File: config.mk
export PLATFORM = sky130hd
export DESIGN_NAME = ysyx_23060208_xbar
export DESIGN_NICKNAME = d
export VERILOG_FILES = /design/src/rtl/ysyx_23060208_xbar.sv
export SDC_FILE = /design/constraint.sdc
export NUM_CORES = 1
export LEC_CHECK = 0
export BUFFER_PORTS_ARGS = -buffer_cell sky130_fd_sc_hd__clkbuf_2
export CAP_MARGIN = 20
export CELL_PAD_IN_SITES_DETAIL_PLACEMENT = 2
export CELL_PAD_IN_SITES_GLOBAL_PLACEMENT = 2
export CORE_MARGIN = 2
export CORE_UTILIZATION = 18
export CTS_CLUSTER_DIAMETER = 50
export DETAILED_ROUTE_END_ITERATION = 16
export GPL_TIMING_DRIVEN = 0
export PLACE_DENSITY = 0.85
export SLEW_MARGIN = 30
export SYNTH_ARGS = -nofsm -noshare
export SYNTH_HDL_FRONTEND = slang
export SYNTH_SLANG_ARGS = --single-unit
File: constraint.sdc
create_clock -name clk -period 2.5 [get_ports clk]
set_clock_uncertainty 0.15 [all_clocks]
set_input_delay 0.25 -clock clk [delete_from_list [all_inputs] [get_ports clk]]
set_output_delay 0.25 -clock clk [all_outputs]
set_load 0.01 [all_outputs]
File: src/rtl/ysyx_23060208_xbar.sv
// 1-master / 2-slave AXI-Lite read crossbar: LSU read port -> data SRAM or CLINT mtime, local DECERR otherwise.
// Latency: AR accepted in cycle N -> slave arvalid in N+1; R data passes through combinationally.
// Backpressure: one read outstanding; m_arready drops until the R handshake completes, slave ready/valid forwarded.
module ysyx_23060208_xbar #(
    parameter int                    DATA_WIDTH = 32,
    parameter logic [DATA_WIDTH-1:0] SRAM_BASE  = 32'h8000_0000,
    parameter logic [DATA_WIDTH-1:0] CLINT_BASE = 32'ha000_0048
) (
    input  logic                  clk,
    input  logic                  rst,

    input  logic [DATA_WIDTH-1:0] m_araddr,
    input  logic                  m_arvalid,
    output logic                  m_arready,
    output logic [DATA_WIDTH-1:0] m_rdata,
    output logic [1:0]            m_rresp,
    output logic                  m_rvalid,
    input  logic                  m_rready,

    output logic [DATA_WIDTH-1:0] sram_araddr,
    output logic                  sram_arvalid,
    input  logic                  sram_arready,
    input  logic [DATA_WIDTH-1:0] sram_rdata,
    input  logic [1:0]            sram_rresp,
    input  logic                  sram_rvalid,
    output logic                  sram_rready,

    output logic [DATA_WIDTH-1:0] clint_araddr,
    output logic                  clint_arvalid,
    input  logic                  clint_arready,
    input  logic [DATA_WIDTH-1:0] clint_rdata,
    input  logic [1:0]            clint_rresp,
    input  logic                  clint_rvalid,
    output logic                  clint_rready
);

    // Window sizes: 128 MiB of SRAM, two 32-bit mtime words in the CLINT.
    localparam logic [DATA_WIDTH-1:0] SRAM_SIZE  = DATA_WIDTH'(32'h0800_0000);
    localparam logic [DATA_WIDTH-1:0] CLINT_SIZE = DATA_WIDTH'(8);
    localparam logic [1:0]            RESP_DECERR = 2'b11;

    typedef enum logic [1:0] {
        IDLE   = 2'd0,
        FWD_AR = 2'd1,
        WAIT_R = 2'd2,
        ERR_R  = 2'd3
    } state_t;

    typedef enum logic [1:0] {
        SEL_NONE  = 2'd0,
        SEL_SRAM  = 2'd1,
        SEL_CLINT = 2'd2
    } sel_t;

    state_t                  state;
    state_t                  state_nxt;
    sel_t                    sel;
    sel_t                    dec_sel;
    logic [DATA_WIDTH-1:0]   addr;
    logic [DATA_WIDTH-1:0]   sram_off;
    logic [DATA_WIDTH-1:0]   clint_off;
    logic                    hit_sram;
    logic                    hit_clint;
    logic                    ar_fire;

    // Offsets wrap below the base, so a single unsigned compare covers both window edges.
    assign sram_off  = m_araddr - SRAM_BASE;
    assign clint_off = m_araddr - CLINT_BASE;
    assign hit_sram  = (sram_off < SRAM_SIZE);
    assign hit_clint = (clint_off < CLINT_SIZE);

    // Address decode of the incoming request; CLINT wins if the windows are ever configured to overlap.
    always_comb begin
        dec_sel = SEL_NONE;
        if (hit_clint) begin
            dec_sel = SEL_CLINT;
        end else if (hit_sram) begin
            dec_sel = SEL_SRAM;
        end
    end

    // Accepting only in IDLE keeps exactly one read in flight.
    assign ar_fire = m_arvalid && m_arready;

    // Both slave address ports mirror the latched request; only arvalid distinguishes the target.
    assign sram_araddr  = addr;
    assign clint_araddr = addr;

    // State register plus the request latch (address and decoded target).
    always_ff @(posedge clk) begin
        if (rst) begin
            state <= IDLE;
            addr  <= '0;
            sel   <= SEL_NONE;
        end else begin
            state <= state_nxt;
            if (ar_fire) begin
                addr <= m_araddr;
                sel  <= dec_sel;
            end
        end
    end

    // Next-state and handshake routing; unselected slave and idle master outputs stay at zero.
    always_comb begin
        state_nxt     = state;
        m_arready     = 1'b0;
        m_rvalid      = 1'b0;
        m_rdata       = '0;
        m_rresp       = 2'b00;
        sram_arvalid  = 1'b0;
        sram_rready   = 1'b0;
        clint_arvalid = 1'b0;
        clint_rready  = 1'b0;

        unique case (state)
            IDLE: begin
                m_arready = !rst;
                if (m_arvalid && !rst) begin
                    state_nxt = (dec_sel == SEL_NONE) ? ERR_R : FWD_AR;
                end
            end

            FWD_AR: begin
                unique case (sel)
                    SEL_SRAM: begin
                        sram_arvalid = 1'b1;
                        if (sram_arready) begin
                            state_nxt = WAIT_R;
                        end
                    end
                    SEL_CLINT: begin
                        clint_arvalid = 1'b1;
                        if (clint_arready) begin
                            state_nxt = WAIT_R;
                        end
                    end
                    default: begin
                        // Unmapped requests never reach this state; answer with an error rather than hang.
                        state_nxt = ERR_R;
                    end
                endcase
            end

            WAIT_R: begin
                unique case (sel)
                    SEL_SRAM: begin
                        m_rvalid    = sram_rvalid;
                        m_rdata     = sram_rdata;
                        m_rresp     = sram_rresp;
                        sram_rready = m_rready;
                        if (sram_rvalid && m_rready) begin
                            state_nxt = IDLE;
                        end
                    end
                    SEL_CLINT: begin
                        m_rvalid     = clint_rvalid;
                        m_rdata      = clint_rdata;
                        m_rresp      = clint_rresp;
                        clint_rready = m_rready;
                        if (clint_rvalid && m_rready) begin
                            state_nxt = IDLE;
                        end
                    end
                    default: begin
                        state_nxt = ERR_R;
                    end
                endcase
            end

            ERR_R: begin
                m_rvalid = 1'b1;
                m_rresp  = RESP_DECERR;
                if (m_rready) begin
                    state_nxt = IDLE;
                end
            end

            default: begin
                state_nxt = IDLE;
            end
        endcase
    end

endmodule

# == Word-level counts from Yosys, hierarchy flattened ==
# Index checks and enable logic that the tools add are counted.
# word_totals
latchBits,0
ram_bits,0
rom_bits,0
input_bits,108
wordCells,53
register_bits,36
n_memories,0
# classes
n_eq_ne,11
mul,0
magnitude_cmp,2
addsub,2
n_shift,0
bitwise_logic,0
reduce_logical,8
muxes,27
div,0
# op_table
operator,count
$pmux W32 S2,1
$sub A32 B32 Y32 const B,2
$lt A32 B28 Y1 const B,1
$lt A32 B4 Y1 const B,1
$mux W32,1
$mux W2,8
$pmux W2 S2,4
$ne A3 B3 Y1 const B,4
$mux W1,10
$pmux W2 S4,1
$eq A2 B2 Y1 const B,3
$reduce_and A6 Y1,1
$eq A2 B1 Y1 const B,2
$logic_and A1 B1 Y1,4
$logic_not A2 Y1,2
$ne A2 B2 Y1 const B,2
$pmux W1 S2,2
$logic_not A1 Y1,1

# == Longest topological paths before layout ==
# depth
ltp_word,8
mapped_depth,9

# == Least setup slack after synthesis ==
# Ideal clock, no wire load.
# synth_timing
path_type,in2reg
start,input m_araddr[15]
end,register state[1]
slack_ps,225
required_time_ps,2192
arrival_ps,1967
setup_time_ps,158
cell_stages,6
path_cell_list,or4_4 > or4_1 > o21ai_0 > nand3_1 > nor4_2 > a41oi_1
# synth_between
elab_chain_cells,8
word_cells_on_any_way,10
cone_classes,add/sub: 2; order compare: 2; mux: 5; reduce/logical: 1
# synth_lines
element,line_no,source
from (decl),12,"input logic [DATA_WIDTH-1:0] m_araddr,"
$sub A32 B32 Y32,67,assign sram_off = m_araddr - SRAM_BASE;
$lt A32 B28 Y1,69,assign hit_sram = (sram_off < SRAM_SIZE);
$mux W1,77,end else if (hit_sram) begin
$mux W2 *,75,if (hit_clint) begin
$logic_not A2 Y1 *,120,state_nxt = (dec_sel == SEL_NONE) ? ERR_R : FWD_AR;
$mux W2 *,120,
$mux W2 *,119,if (m_arvalid && !rst) begin
$pmux W2 S4 *,116,unique case (state)
to (signal assigned),96,state <= state_nxt;
to (decl),55,state_t state;
# Mark *: on every way between the ends. The rest lies on a longest branch, timed or not. The select of a mux whose other input is x is not followed.
# A chain may end at the register's enable or synchronous reset.

# == Worst setup path in the final report ==
# Same ends and word-level chain as after synthesis.

==> qor.yml <==
status:
  status: "completed"
flow_run:
  maxCapViolations: 0
synthesis:
  synth_cells: 352
  synth.most_common_cell: "nor2_1"
  ys_types: 44
  yosys-top-cells-count: "41 x nor2_1, 37 x nand2_1, 36 x dfxtp_1, 36 x nand2b_1"
  synth-seq-cells: 36
  synth_fp_nets: 463
  yosys-top-cells-area: "dfxtp_1 28%, a22oi_1 10%, buf_4 9.4%"
  yosysSeqAreaShare_pct: 28.2
  yosys_most_used_dff: "dfxtp_1"
  yosysTopAreaCell: "dfxtp_1"
  yosysWarnings: 0
  syn_area_per_cell_sq_um: 7.26
  synth_top_area_share_pct: 28.2
  async_flop_share_pct: 0
  syn-cell-area_sq_mm: 0.00256
  synth_edf_count: 0
grt:
  antenna_found_initial: 0
  first_global_vias: 3664
  grtUsageTotal_pct: 16.1
  grt_first_pass_wirelength_um: 19000
  grt_max_degree: 12
  overflow: 0
hold_path:
  hp-class: "in -> reg"
  hp-start: "m_araddr[0]"
  hold_path_depth: 3
cts:
  cts_sinks: 36
  cts-buffers-inserted: 5
  cts_buffer_depth: 2
  cts.clk_slew.worst_paths_ps: 60
  h-tree-depth: 2
  clkLatencyLatePin_ps: 280
  cts-root-buf: "clkbuf_16"
  cts_tree: "built"
  cts_setup_buffers: 0
placed_design:
  place.gp.congestion: 0.742
  dpl_cell_area_sq_mm: 0.00384
  io_buffers: 211
  hpwl_um: 10600
critical_path:
  cp-startpoint: "m_araddr[15]"
  crit_path_start_kind: "input port"
  cpMaxStageDelayCell: "or4_1"
  critPathCaptureType: "flip-flop"
  crit_cells: 7
  reg2reg_depth: 6
  slowest_delay_ps: 590
  worstPathArrival_ps: 2390
  path_class: "in -> reg"
  crit_family: "simple AND/OR/NAND/NOR gates"
  path_cells: "clkbuf_2, or4_4, or4_1, o21ai_0, nand3_1, nor4_4, a41oi_1"
  r2r_slack_ps: 250
  required_ps: 2490
  cp_num_buf_inv: 1
  critPathMaxFanout: 5
  r2r_start: "state[0]"
sta:
  max_slew.worst_pin.slew_ps: 514
  hold_viol_final: 0
  post-route-period-util_pct: 95.9
  setup_viol: 0
  rsz0062_at_grt: "yes"
  slew_violations: 0
  min_period_ps: 2400
  max_freq_ghz: 0.417
  slew_headroom_pct: 64.8
route:
  drc: 0
  wirelength_um: 12600
  drt-vias-per-instance: 4.56
  wl_per_cell_um: 16.9
  vias: 3421
  drt_iter0_drc: 101
  dr.pass1.iters: 4
  postRouteAntennaNets: 0
power_and_ir_drop:
  ir_drop_uv: 232
  leakagePower_nw: 1.88
  p_per_area_mw_per_mm2: 497
cells_and_area:
  antennaDiodeCount: 0
  nNetsFinal: 680
  fin_util_pct: 29.2
  design_area_sq_mm: 0.00405
  syn2layout_area_growth_pct: 58.6
  drive_gt1_share_pct: 47.0
die:
  fp-row-count: 43
  coreArea_sq_mm: 0.0139
  die_h_um: 123
  die-area_sq_mm: 0.0152
  initial_utilization_pct: 18.4
  io_pins: 212
  die_w_um: 123
-- worst reg2reg max path, delay by kind of cell (launching register included) --
| family | cells | cell delay [ps] |
|---|---|---|
| AO/OA/AOI/OAI | 3 | 820 |
| AND/OR/NAND/NOR | 1 | 40 |
| flip-flops | 1 | 430 |
| multiplexers | 1 | 260 |
| buffers and inverters | 1 | 420 |
-- kinds of logic (layout without fill, tap and decap cells) --
| kind of cell | Yosys count | after routing | share of synthesized area (%) |
|---|---|---|---|
| xor gates and xnor gates | 2 | 2 | 0.685 |
| adders and majority gates | 3 | 3 | 1.47 |
| DFF | 36 | 36 | 28.2 |
| AOI/OAI and AO/OA | 94 | 94 | 24.5 |
| and+or+nand+nor | 149 | 149 | 29.5 |
| muxes | 4 | 4 | 1.57 |
| buffers and inverters | 64 | 282 | 14.1 |
-- report_power, final --
| group | leakage (nW) | internal (mW) | total (mW) | switching [mW] |
|---|---|---|---|---|
| sequential | 0.294 | 0.630 | 0.681 | 0.0508 |
| clock | 0.0901 | 0.525 | 0.773 | 0.248 |
| combinational | 1.50 | 0.267 | 0.560 | 0.293 |
| total | 1.88 | 1.42 | 2.01 | 0.592 |
-- placed cells by master (no fill, tap or decap), types with 2 or more instances in the layout --
master,instances
a21oi_1,4
a22oi_1,35
and3_1,3
buf_1,2
buf_4,32
clkbuf_1,12
clkbuf_16,5
clkbuf_2,220
clkbuf_8,2
dfxtp_1,36
ha_1,3
inv_1,8
mux2i_1,4
nand2_1,37
nand2b_1,36
nand3_1,4
nor2_1,41
nor2b_1,6
nor3_1,4
nor4_1,2
o21a_1,6
o21ai_0,35
or3_1,4
or4_1,3
xnor2_1,2
-- what timing repair did --
| item | in CTS | in global routing |
|---|---|---|
| hold buffers | 0 | 0 |
| hold endpoints to repair | 0 | 0 |
| gates resized for setup | 7 | 11 |
| setup endpoints to repair | 24 | 61 |
-- flip-flops by register name (all words and copies together), names as in the netlist --
register	flops
clint_araddr	32
sel	2
state	2
-- per-layer routing --
metal | vias to the layer above | routed length, um | global-route usage [%]
met5 | - | 0 | 0
met4 | 0 | 83 | 3.20
met3 | 6 | 1050 | 3.87
met2 | 145 | 6830 | 32.4
met1 | 1645 | 4690 | 16.6
li1 | 1625 | - | -
-- stage by stage --
stage | worst slack [ps] | TNS [ps] | hold WS, ps | instances | power, mW
floorplan | 225 | 0 | 209 | 352 | 0.964
global route | -80.3 | -80.3 | 33.5 | 750 | 2.13
CTS | 13.3 | 0 | 9.72 | 750 | 2.04
global placement | -282 | -1150 | 305 | 743 | 1.23
finish | 102 | 0 | 15.4 | 750 | 2.01
detailed placement | -447 | -2160 | 308 | 743 | 1.26
-- path summary, 6_finish.rpt --
| check | end |
|---|---|
| setup / recovery | state[1] |
| hold / removal | clint_araddr[0] |
| setup reg to reg | state[0] |
| hold reg to reg | clint_araddr[9] |
-- final cells by class --
cell class              count  area (sq um)
inverters                   8          30.0
well taps                 180           225
clock inverters             1          30.0
repair buffers            211          1060
plain buffers              55           338
clock buffers               7           153
fillers                  1691          9830
multi-input cells         252          1500
flip-flops and latches     36           721
Note: power is estimated with default switching activity, not from simulation.
